$ cat src/rtl/half_period_meter_pkg.sv
// Shared types for the half-period meter: FSM state encoding.
package half_period_meter_pkg;

  typedef enum logic [0:0] {
    ST_IDLE    = 1'b0,
    ST_MEASURE = 1'b1
  } state_e;

endpackage

$ cat src/rtl/half_period_meter_sync_edge_det.sv
// Synchronizes an async level and flags either-polarity edges; edge_o is high
// SYNC_STAGES cycles after the input moves (consumer registers it), no backpressure.
module sync_edge_det #(
  parameter int SYNC_STAGES = 2
) (
  input  logic clk_i,
  input  logic rst_i,
  input  logic async_i,
  output logic edge_o
);

  logic [SYNC_STAGES-1:0] sync_q;
  logic [SYNC_STAGES-1:0] sync_d;
  logic                   dly_q;
  logic                   dly_d;

  always_comb begin
    sync_d = {sync_q[SYNC_STAGES-2:0], async_i};
    dly_d  = sync_q[SYNC_STAGES-1];
  end

  always_ff @(posedge clk_i) begin
    if (rst_i) begin
      sync_q <= '0;
      dly_q  <= 1'b0;
    end else begin
      sync_q <= sync_d;
      dly_q  <= dly_d;
    end
  end

  // Both flops are clean register outputs, so the XOR cannot glitch on metastability.
  assign edge_o = sync_q[SYNC_STAGES-1] ^ dly_q;

endmodule

$ cat src/rtl/half_period_meter.sv
// Measures the half-period of an async square wave in divider-load units (N, f=fclk/2(N+1)).
// Result lands one cycle after the synchronized edge; free-running, no backpressure.
module half_period_meter
  import half_period_meter_pkg::*;
#(
  parameter int WIDTH       = 24,
  parameter int SYNC_STAGES = 2
) (
  input  logic             clk_in,
  input  logic             rst,
  input  logic             sig_in,
  output logic [WIDTH-1:0] measure_out,
  output logic             valid,
  output logic             locked,
  output logic             overflow
);

  logic             edge_det;
  state_e           state_q;
  state_e           state_d;
  logic [WIDTH-1:0] cnt_q;
  logic [WIDTH-1:0] cnt_d;
  logic [WIDTH-1:0] meas_q;
  logic [WIDTH-1:0] meas_d;
  logic             valid_q;
  logic             valid_d;
  logic             locked_q;
  logic             locked_d;
  logic             ovf_q;
  logic             ovf_d;
  logic             have_meas_q;
  logic             have_meas_d;
  logic             cnt_max;

  sync_edge_det #(
    .SYNC_STAGES(SYNC_STAGES)
  ) u_sync_edge_det (
    .clk_i  (clk_in),
    .rst_i  (rst),
    .async_i(sig_in),
    .edge_o (edge_det)
  );

  assign cnt_max = (cnt_q == {WIDTH{1'b1}});

  always_ff @(posedge clk_in) begin
    if (rst) begin
      state_q <= ST_IDLE;
    end else begin
      state_q <= state_d;
    end
  end

  always_comb begin
    state_d = state_q;
    case (state_q)
      ST_IDLE: begin
        if (edge_det) begin
          state_d = ST_MEASURE;
        end
      end
      ST_MEASURE: begin
        if (!edge_det && cnt_max) begin
          state_d = ST_IDLE;
        end
      end
      default: state_d = ST_IDLE;
    endcase
  end

  // An edge always wins over the counter saturating in the same cycle.
  always_comb begin
    cnt_d       = cnt_q;
    meas_d      = meas_q;
    valid_d     = 1'b0;
    locked_d    = locked_q;
    ovf_d       = ovf_q;
    have_meas_d = have_meas_q;
    case (state_q)
      ST_IDLE: begin
        if (edge_det) begin
          cnt_d = '0;
        end
      end
      ST_MEASURE: begin
        if (edge_det) begin
          meas_d      = cnt_q;
          valid_d     = 1'b1;
          ovf_d       = 1'b0;
          cnt_d       = '0;
          locked_d    = have_meas_q && (cnt_q == meas_q);
          have_meas_d = 1'b1;
        end else if (cnt_max) begin
          ovf_d       = 1'b1;
          locked_d    = 1'b0;
          have_meas_d = 1'b0;
        end else begin
          cnt_d = cnt_q + WIDTH'(1);
        end
      end
      default: begin
        cnt_d = '0;
      end
    endcase
  end

  always_ff @(posedge clk_in) begin
    if (rst) begin
      cnt_q       <= '0;
      meas_q      <= '0;
      valid_q     <= 1'b0;
      locked_q    <= 1'b0;
      ovf_q       <= 1'b0;
      have_meas_q <= 1'b0;
    end else begin
      cnt_q       <= cnt_d;
      meas_q      <= meas_d;
      valid_q     <= valid_d;
      locked_q    <= locked_d;
      ovf_q       <= ovf_d;
      have_meas_q <= have_meas_d;
    end
  end

  assign measure_out = meas_q;
  assign valid       = valid_q;
  assign locked      = locked_q;
  assign overflow    = ovf_q;

endmodule

$ cat config.mk
export PLATFORM = sky130hd
export DESIGN_NAME = half_period_meter
export DESIGN_NICKNAME = d
export VERILOG_FILES = /design/src/rtl/half_period_meter_pkg.sv /design/src/rtl/half_period_meter_sync_edge_det.sv /design/src/rtl/half_period_meter.sv
export SDC_FILE = /design/constraint.sdc
export NUM_CORES = 1
export LEC_CHECK = 0
export ABC_AREA = 1
export BUFFER_PORTS_ARGS = -buffer_cell sky130_fd_sc_hd__buf_2
export CORE_UTILIZATION = 28
export DETAILED_ROUTE_END_ITERATION = 10
export GPL_ROUTABILITY_DRIVEN = 0
export GPL_TIMING_DRIVEN = 0
export PLACE_DENSITY_LB_ADDON = 0.05
export SLEW_MARGIN = 40
export SYNTH_ARGS = -nofsm -noshare
export SYNTH_HDL_FRONTEND = slang
export SYNTH_SLANG_ARGS = --single-unit
$ cat constraint.sdc
create_clock -name clk_in -period 1.5 [get_ports clk_in]
set_input_delay 0.15 -clock clk_in [delete_from_list [all_inputs] [get_ports clk_in]]
set_output_delay 0.15 -clock clk_in [all_outputs]
set_load 0.02 [all_outputs]
==> reports/results.ini, run 1 <==
[run_status]
status=finished with violations
violations=negative setup slack

[yosys]
synth_area_leader_cell=dfxtp_1
yosys.area_share.simple=0.348
synth-compound-area-share=0.124
synth_top_family_by_area=simple AND/OR/NAND/NOR gates
netlist_area_um2=2980
synth_fp_nets=444
yosys_warnings=0
ys_ff_latch=56
synth.top_cell.area_share=0.377
synth_area_per_cell_um2=6.77
seq_area_frac_synth=0.377
synthMuxAreaShare=0
synthCells=440
synthDistinctLibCells=29
synth_fa_ha_area_frac=0.00420
synth_xor_xnor_area_share=0.0383
yosys-top-cells-area=dfxtp_1, nand2_1, inv_1

[clocking]
cts_num_sinks=56
clock_latency_ns=0.32
cts_tree=built
clockRootBuffer=clkbuf_8
clk_pin_slew_ns=0.12
hold_buffers=0
htreeDepth=2
clockBufferDepth=2
cts_buffers=5

[grt]
met1_usage=0.248
grtUsageMet3=0.0250
track_usage=0.186
grt_use_met2=0.317
grt_pass1_wl_um=15500
grt_max_degree=19
antenna_found_initial=0
grt_pass1_vias=2811
busiest_layer=met2
grt_overflow=0

[timing]
fin_crit_sh=1.10
skew_ns=0.0154
slew_viol_final=0
finalSetupTns_ns=-1.93
tightestPinTransition_ns=0.740
fmax_ghz=0.606
setup_viol=26
period_needed_ns=1.65
timing.final.ws_setup_ns=-0.150
finalHoldViolations=0
rsz0062_at_grt=true
slew_headroom=0.507

[setup_path]
r2r_slack_ns=-0.15
cp-end-kind=flop
cp-start-kind=flop
critPathTopFamily=simple AND/OR/NAND/NOR gates
cpMaxStageDelayCell=dfxtp_4
ff2ff_path_depth=11
crit_required_ns=1.75
cp_max_fo=4
crit_type=flop to flop
cp_cell_sequence=ha_4, nand2_4, nor2_4, nand2_4, nor2_4, nand3_4, nand2_4, buf_12, buf_4, nand2_1, a21oi_2
cp.arrival_ns=1.90
cp.depth=11
cp_slowest_stage_delay_ns=0.40
crit_path_frequent_cell=nand2_4
path_buf_inv=2

[route]
ant_nets=0
totalWireLength_um=9980
drt-initial-drc-count=106
num_vias=2989
dr.pass1.iters=4
drcViolationCount=0
viasPerCell=4.74
wl_per_cell_um=15.8

[power]
power_mw=2.95
p_per_area_nw_per_um2=765
worst_ir_drop_vdd_v=0.000374
power_leakage_nw=1.44

[floorplanning]
num_rows=37
dieHeight_um=105
die_area_um2=11000
core_area_um2=10300
die_w_um=105
io_pins=30
initial_core_util=0.288

[hold_path]
min_path_type=input port to flop
holdPathStages=3

[cells_and_area]
antenna_cells=0
area_delta_synth_final_pct=29.8
drive_gt1_frac=0.289
fin_util=0.374
final-seq-area_um2=1150
fillers=1125
multiInputGateArea_um2=1750
nets=498

[placement]
dp_hpwl_um=7370
port_buffers=29

[run]
cap_violations=0

worst paths after layout:
check,start,endpoint
worst min register to register,u_sync_edge_det.sync_q[0],u_sync_edge_det.sync_q[1]
worst max-delay path,cnt_q[0],cnt_q[9]
worst min-delay path,sig_in,u_sync_edge_det.sync_q[0]
worst max register to register,cnt_q[0],cnt_q[9]
placed cells by master (no fill, tap or decap), types with 13 or more instances in the layout:
cell type,n
nand2_1,88
nand3_1,30
dfxtp_1,43
nor2_1,43
buf_4,20
o21ai_0,28
inv_1,58
nand4_1,15
nor2_4,13
buf_2,32
where the power goes:
part / switching, mW / internal [mW] / total (mW)
Sequential: 0.00986 / 1.49 / 1.50
Clock: 0.558 / 0.673 / 1.23
Combinational: 0.147 / 0.0806 / 0.228
Total: 0.715 / 2.24 / 2.95
timing repair:
action / in CTS / in global routing
cloned: 1 / 0
setup endpoints to repair: 48 / 48
resized for setup: 54 / 30
pin swaps: 16 / 12
setup buffers: 12 / 6
layer usage:
layer  wire [µm]  vias to the layer above
li1            -                     1518
met1        4600                     1384
met2        4710                       76
met3         506                       11
met4         157                        0
met5           0                        -
through the flow:
step / instances / instance area (µm²) / hold slack, ns / setup slack, ns
floorplan: 440 / 3000 / 0.226 / 0.000995
global placement: 605 / 3310 / 0.354 / -0.406
detailed placement: 605 / 3310 / 0.362 / -0.413
CTS: 626 / 3760 / 0.0221 / -0.186
global route: 631 / 3860 / 0.0261 / -0.242
finish: 631 / 3860 / 0.0253 / -0.150
registers in the layout, summed over array words and instances (netlist names):
signal                  flops
locked                      1
u_sync_edge_det.dly_q       1
valid                       1
u_sync_edge_det.sync_q      2
state_q                     1
measure_out                24
overflow                    1
cnt_q                      24
have_meas_q                 1
synth_stat cells:
master / instances
o21bai_1: 1
dfxtp_1: 56
nand3_2: 3
nand2_1: 95
nor2_1: 56
nand2_4: 2
xnor2_1: 8
a21oi_2: 8
buf_2: 4
a21oi_1: 14
buf_1: 1
buf_4: 3
nand4_1: 15
inv_1: 61
buf_12: 1
nor3_1: 3
nand2_2: 9
nor2_4: 3
clkbuf_1: 6
xor2_1: 5
nand3b_1: 1
nand3_1: 36
o22ai_1: 10
or2_2: 1
and2_1: 1
ha_1: 1
nor2_2: 3
o21ai_0: 32
inv_2: 1
cells by family (layout without fill, tap and decap cells):
kind of cell             count (synthesis)  in the layout
adder cells (fa/ha/maj)                  1              1
AND/OR/NAND/NOR                        228            228
flip-flops                              56             56
XOR/XNOR                                13             13
AO/OA/AOI/OAI                           65             65
buffers and inverters                   77            132
worst min-delay path, stage by stage:
cell and delay [ns]:
buf_2 0.09, inv_1 0.04, nor2_1 0.03
cell type report:
type	instances	share of cell area
multi-input cells	307	0.453
flip-flops and latches	56	0.298
repair buffers	47	0.0790
inverters	62	0.0602
well taps	136	0.0440
plain buffers	15	0.0301
clock buffers	5	0.0178
clock inverters	3	0.0178
(Power assumes the default switching activity.)
==> run 2: changes to the inputs <==
--- a/config.mk
+++ b/config.mk
@@ -7,7 +7,7 @@
 export LEC_CHECK = 0
 export ABC_AREA = 1
 export BUFFER_PORTS_ARGS = -buffer_cell sky130_fd_sc_hd__buf_2
-export CORE_UTILIZATION = 28
+export CORE_UTILIZATION = 25
 export DETAILED_ROUTE_END_ITERATION = 10
 export GPL_ROUTABILITY_DRIVEN = 0
 export GPL_TIMING_DRIVEN = 0
==> reports/results.ini, run 2 (synthesized netlist as in run 1, its figures left out) <==
[clocking]
htreeDepth=2
cts_buffers=5
cts_num_sinks=56
clk_pin_slew_ns=0.08
cts_tree=built
clockBufferDepth=2
clockRootBuffer=clkbuf_16
clock_latency_ns=0.31

[timing]
slew_headroom=0.481
setup_viol=24
tightestPinTransition_ns=0.779
period_needed_ns=1.64
fmax_ghz=0.608
rsz0062_at_grt=true
fin_crit_sh=1.10
slew_viol_final=0
hold-worst-slack_ns=0.0471
finalHoldViolations=0
skew_ns=0.0147
timing.final.ws_setup_ns=-0.145

[setup_path]
cp.arrival_ns=1.87
cp-start-kind=flop
crit_type=flop to flop
cp_max_fo=5
crit_required_ns=1.73
cp-end-kind=flop

[run_status]
status=finished with violations
violations=design-rule violations, negative setup slack

[floorplanning]
initial_core_util=0.258
die_area_um2=12300
dieHeight_um=111
io_pins=30
num_rows=39
core_area_um2=11500
die_w_um=111

[power]
worst_ir_drop_vdd_v=0.000371
p_per_area_nw_per_um2=727
power_mw=2.97
power_leakage_nw=1.54

[grt]
grt_max_degree=18
busiest_layer=met2
grt_use_met2=0.284
grtUsageMet3=0.0279
grt_overflow=0
grt_pass1_wl_um=16300
grt_pass1_vias=2880
antenna_found_initial=0
track_usage=0.177
met1_usage=0.243

[route]
ant_nets=0
dr.pass1.iters=7
viasPerCell=4.63
totalWireLength_um=10600
num_vias=3021
wl_per_cell_um=16.3
drcViolationCount=6
drt-initial-drc-count=164

[cells_and_area]
final_common_cell=nand2_1
stdcell_count=652
antenna_cells=0
final-seq-area_um2=1160
fin_util=0.355
final_cell_mix=nand2_1, inv_1, nor2_1
nets=512
drive_gt1_frac=0.324
multiInputGateArea_um2=1800
fillers=1269
area_delta_synth_final_pct=37.2

[placement]
port_buffers=29
place_inst=612
dp_hpwl_um=7640

[run]
cap_violations=0

[hold_path]
min_path_type=input port to flop

## run 2: cell count changes in the layout (fill, tap and decap cells not counted), moves of 4 or more
cell | before | now
buf_4 | 20 | 30
clkbuf_16 | 0 | 5
nand2_1 | 88 | 83
buf_6 | 1 | 5
clkbuf_8 | 6 | 2
## run 2: per-layer routing
metal / wire length [µm] / share of wire
met5: 0 / 0
met4: 221 / 0.021
met3: 385 / 0.036
met2: 4790 / 0.45
met1: 5230 / 0.49
## run 2: path summary, 6_finish.rpt
kind	endpoint	from	slack (ns)	cells after the start
worst max register to register	cnt_q[14]	cnt_q[0]	-0.14	11
worst max-delay path	cnt_q[14]	cnt_q[0]	-0.14	11
worst min register to register	u_sync_edge_det.sync_q[1]	u_sync_edge_det.sync_q[0]	0.40	2
worst min-delay path	u_sync_edge_det.sync_q[0]	sig_in	0.05	3
## run 2: worst max-delay path: stages (launching register included)
cell,delay (ns)
dfxtp_4,0.38
ha_4,0.14
nand2_4,0.05
nor2_4,0.12
nand2_4,0.09
nor2_4,0.16
nand3_4,0.11
nand2_4,0.11
buf_12,0.11
buf_12,0.12
nand2_4,0.04
a21oi_2,0.12
## run 2: final cells by class
type	count	share of cell area
repair buffers	61	0.101
well taps	143	0.0438
clock inverters	2	0.00398
multi-input cells	307	0.442
plain buffers	15	0.0346
flip-flops and latches	56	0.284
inverters	62	0.0588
clock buffers	6	0.0316
## run 2: where the power goes
| part | switching (mW) | leakage (nW) | internal [mW] |
|---|---|---|---|
| sequential | 0.00925 | 0.462 | 1.48 |
| clock | 0.593 | 0.0671 | 0.626 |
| combinational | 0.161 | 1.01 | 0.0991 |
| total | 0.763 | 1.54 | 2.21 |
## run 2: stage by stage
step | area [µm²] | setup slack [ns] | TNS [ns]
6_report | 4080 | -0.145 | -1.67
2_1_floorplan | 3000 | 0.000995 | 0
4_1_cts | 3920 | -0.170 | -3.24
3_3_place_gp | 3320 | -0.436 | -16.27
5_1_grt | 4080 | -0.225 | -5.41
3_5_place_dp | 3320 | -0.417 | -16.23
## run 2: repair_timing
| item | in CTS | in global routing |
|---|---|---|
| hold buffers | 0 | 0 |
| resized for setup | 68 | 45 |
| cloned | 1 | 0 |
| setup buffers | 23 | 10 |
| pin swaps | 19 | 15 |
| setup endpoints to repair | 48 | 48 |
==> run 3: changes to the inputs <==
--- a/config.mk
+++ b/config.mk
@@ -15,4 +15,5 @@
 export SLEW_MARGIN = 40
 export SYNTH_ARGS = -nofsm -noshare
 export SYNTH_HDL_FRONTEND = slang
+export SYNTH_HIERARCHICAL = 1
 export SYNTH_SLANG_ARGS = --single-unit
==> reports/results.ini, run 3 <==
[timing]
period_needed_ns=1.65
fmax_ghz=0.607
hold-worst-slack_ns=0.0405
rsz0062_at_grt=true
finalHoldViolations=0
setup_viol=23
slew_headroom=0.570
fin_crit_sh=1.10
timing.final.ws_setup_ns=-0.147
skew_ns=0.0107
tightestPinTransition_ns=0.645
slew_viol_final=0

[floorplanning]
dieHeight_um=111
die_w_um=111
initial_core_util=0.258
die_area_um2=12300
core_area_um2=11500
io_pins=30
num_rows=39

[yosys]
synth.most_common_cell=nand2_1
synthDistinctLibCells=26
synthTopCellsByCount=nand2_1, dfxtp_1, nor2_1
async_flop_share=0
seq_area_frac_synth=0.377
yosys-top-cells-area=dfxtp_1, nand2_1, nand3_1
yosys_warnings=6
synth_fp_nets=433
synth_area_leader_cell=dfxtp_1
synth_area_per_cell_um2=6.93
synth-main-ff-cell=dfxtp_1
synthCells=429
netlist_area_um2=2970
ys_ff_latch=56
synth_edf_count=0
synth.top_cell.area_share=0.377

[cells_and_area]
antenna_cells=0
design_area_um2=3850
nets=485
final_common_cell=nand2_1
stdcell_count=625
drive_gt1_frac=0.280
fin_util=0.334
fillers=1277
area_delta_synth_final_pct=29.5
final_cell_mix=nand2_1, inv_1, nor2_1, dfxtp_1, nand3_1

[setup_path]
cp_max_fo=6
cp_slowest_stage_delay_ns=0.37
cp-start-kind=flop
crit_type=flop to flop
crit_required_ns=1.71
cp-end-kind=flop
cpMaxStageDelayCell=dfxtp_4
cp_cell_sequence=ha_4, nand2_4, nor2_4, nand2_4, nor2_4, nand3_4, nand2_8, clkinvlp_4, o21ai_2, nor2_1
cp.arrival_ns=1.85

[grt]
grt_overflow=0
grt_max_degree=17
met1_usage=0.247
antenna_found_initial=0
grt_use_met2=0.273
grtUsageMet3=0.0279
grt_pass1_wl_um=16200
grt_pass1_vias=2770
track_usage=0.175
busiest_layer=met2

[route]
drcViolationCount=10
totalWireLength_um=10300
ant_nets=0
drt-initial-drc-count=164
num_vias=2939
dr.pass1.iters=7
wl_per_cell_um=16.5
viasPerCell=4.70

[placement]
place_inst=601
dpl_worst_slack_ns=-0.572
dp_hpwl_um=7570
port_buffers=29
placed_area_um2=3310

[clocking]
clock_latency_ns=0.31
clk_pin_slew_ns=0.08
clockBufferDepth=2
htreeDepth=2
cts_buffers=5
cts_num_sinks=56
cts_tree=built
clockRootBuffer=clkbuf_16

[run_status]
status=finished with violations
violations=design-rule violations, negative setup slack

[power]
power_leakage_nw=1.55
p_per_area_nw_per_um2=758
worst_ir_drop_vdd_v=0.000401

[run]
cap_violations=0

[hold_path]
min_path_type=input port to flop

-- run 3: cell types whose count changed in the layout (fill, tap and decap cells not counted), moves of 8 or more --
cell,before,now
xnor2_1,8,18
nand3_1,30,43
buf_4,30,17
o22ai_1,10,2
inv_1,57,46
-- run 3: metrics by stage --
step | total power, mW | TNS (ns)
floorplan | 1.64 | 0
global placement | 1.71 | -21.64
detailed placement | 1.71 | -20.68
CTS | 2.97 | -3.21
global route | 3.04 | -4.91
finish | 2.92 | -2.02
-- run 3: final timing paths --
| check | cells after the start | start | slack (ns) | end |
|---|---|---|---|---|
| worst max-delay path | 10 | cnt_q[1] | -0.15 | cnt_q[1] |
| worst max register to register | 10 | cnt_q[1] | -0.15 | cnt_q[1] |
| worst min register to register | 2 | u_sync_edge_det/sync_q[0] | 0.40 | u_sync_edge_det/sync_q[1] |
| worst min-delay path | 2 | rst | 0.04 | u_sync_edge_det/sync_q[1] |
-- run 3: worst max-delay path, delay by kind of cell (launching register included) --
family	cells	cell delay, ns
DFF	1	0.37
AOI/OAI and AO/OA	1	0.16
and+or+nand+nor	7	0.66
adders and majority gates	1	0.15
buffers and inverters	1	0.20
-- run 3: metal layers --
metal  wire length, µm  vias to the layer above  share of wire
met2              4570                       67           0.44
met3               590                       14          0.057
met4               148                        0          0.014
met5                 0                        -              0
met1              5010                     1371           0.49
li1                  -                     1487              -
-- run 3: cell type report --
| class | instances | area [µm²] | area share |
|---|---|---|---|
| timing repair buffer | 46 | 300 | 0.0780 |
| sequential | 56 | 1140 | 0.297 |
| buffer | 17 | 121 | 0.0315 |
| tap | 143 | 179 | 0.0465 |
| multi-input combinational | 306 | 1780 | 0.462 |
| clock buffer | 7 | 133 | 0.0345 |
| inverter | 49 | 188 | 0.0488 |
| clock inverter | 1 | 5.00 | 0.00130 |
-- run 3: logic make-up (layout without fill, tap and decap cells) --
kind of cell,after synthesis,count (layout),synth area share
buffers and inverters,67,120,0.0956
and+or+nand+nor,231,231,0.352
DFF,56,56,0.377
AOI/OAI and AO/OA,50,50,0.100
adders and majority gates,1,1,0.00421
xor gates and xnor gates,24,24,0.0707
-- run 3: timing repair --
action,4_1_cts,5_1_grt
hold buffers,0,0
resized for setup,53,30
setup endpoints to repair,52,50
pin swaps,13,8
setup buffers,14,2
cloned,1,0
-- run 3: where the power goes --
group	switching, mW	total, mW	internal [mW]
Clock	0.566	1.19	0.621
Combinational	0.149	0.224	0.0757
Sequential	0.0121	1.51	1.49
Total	0.727	2.92	2.19
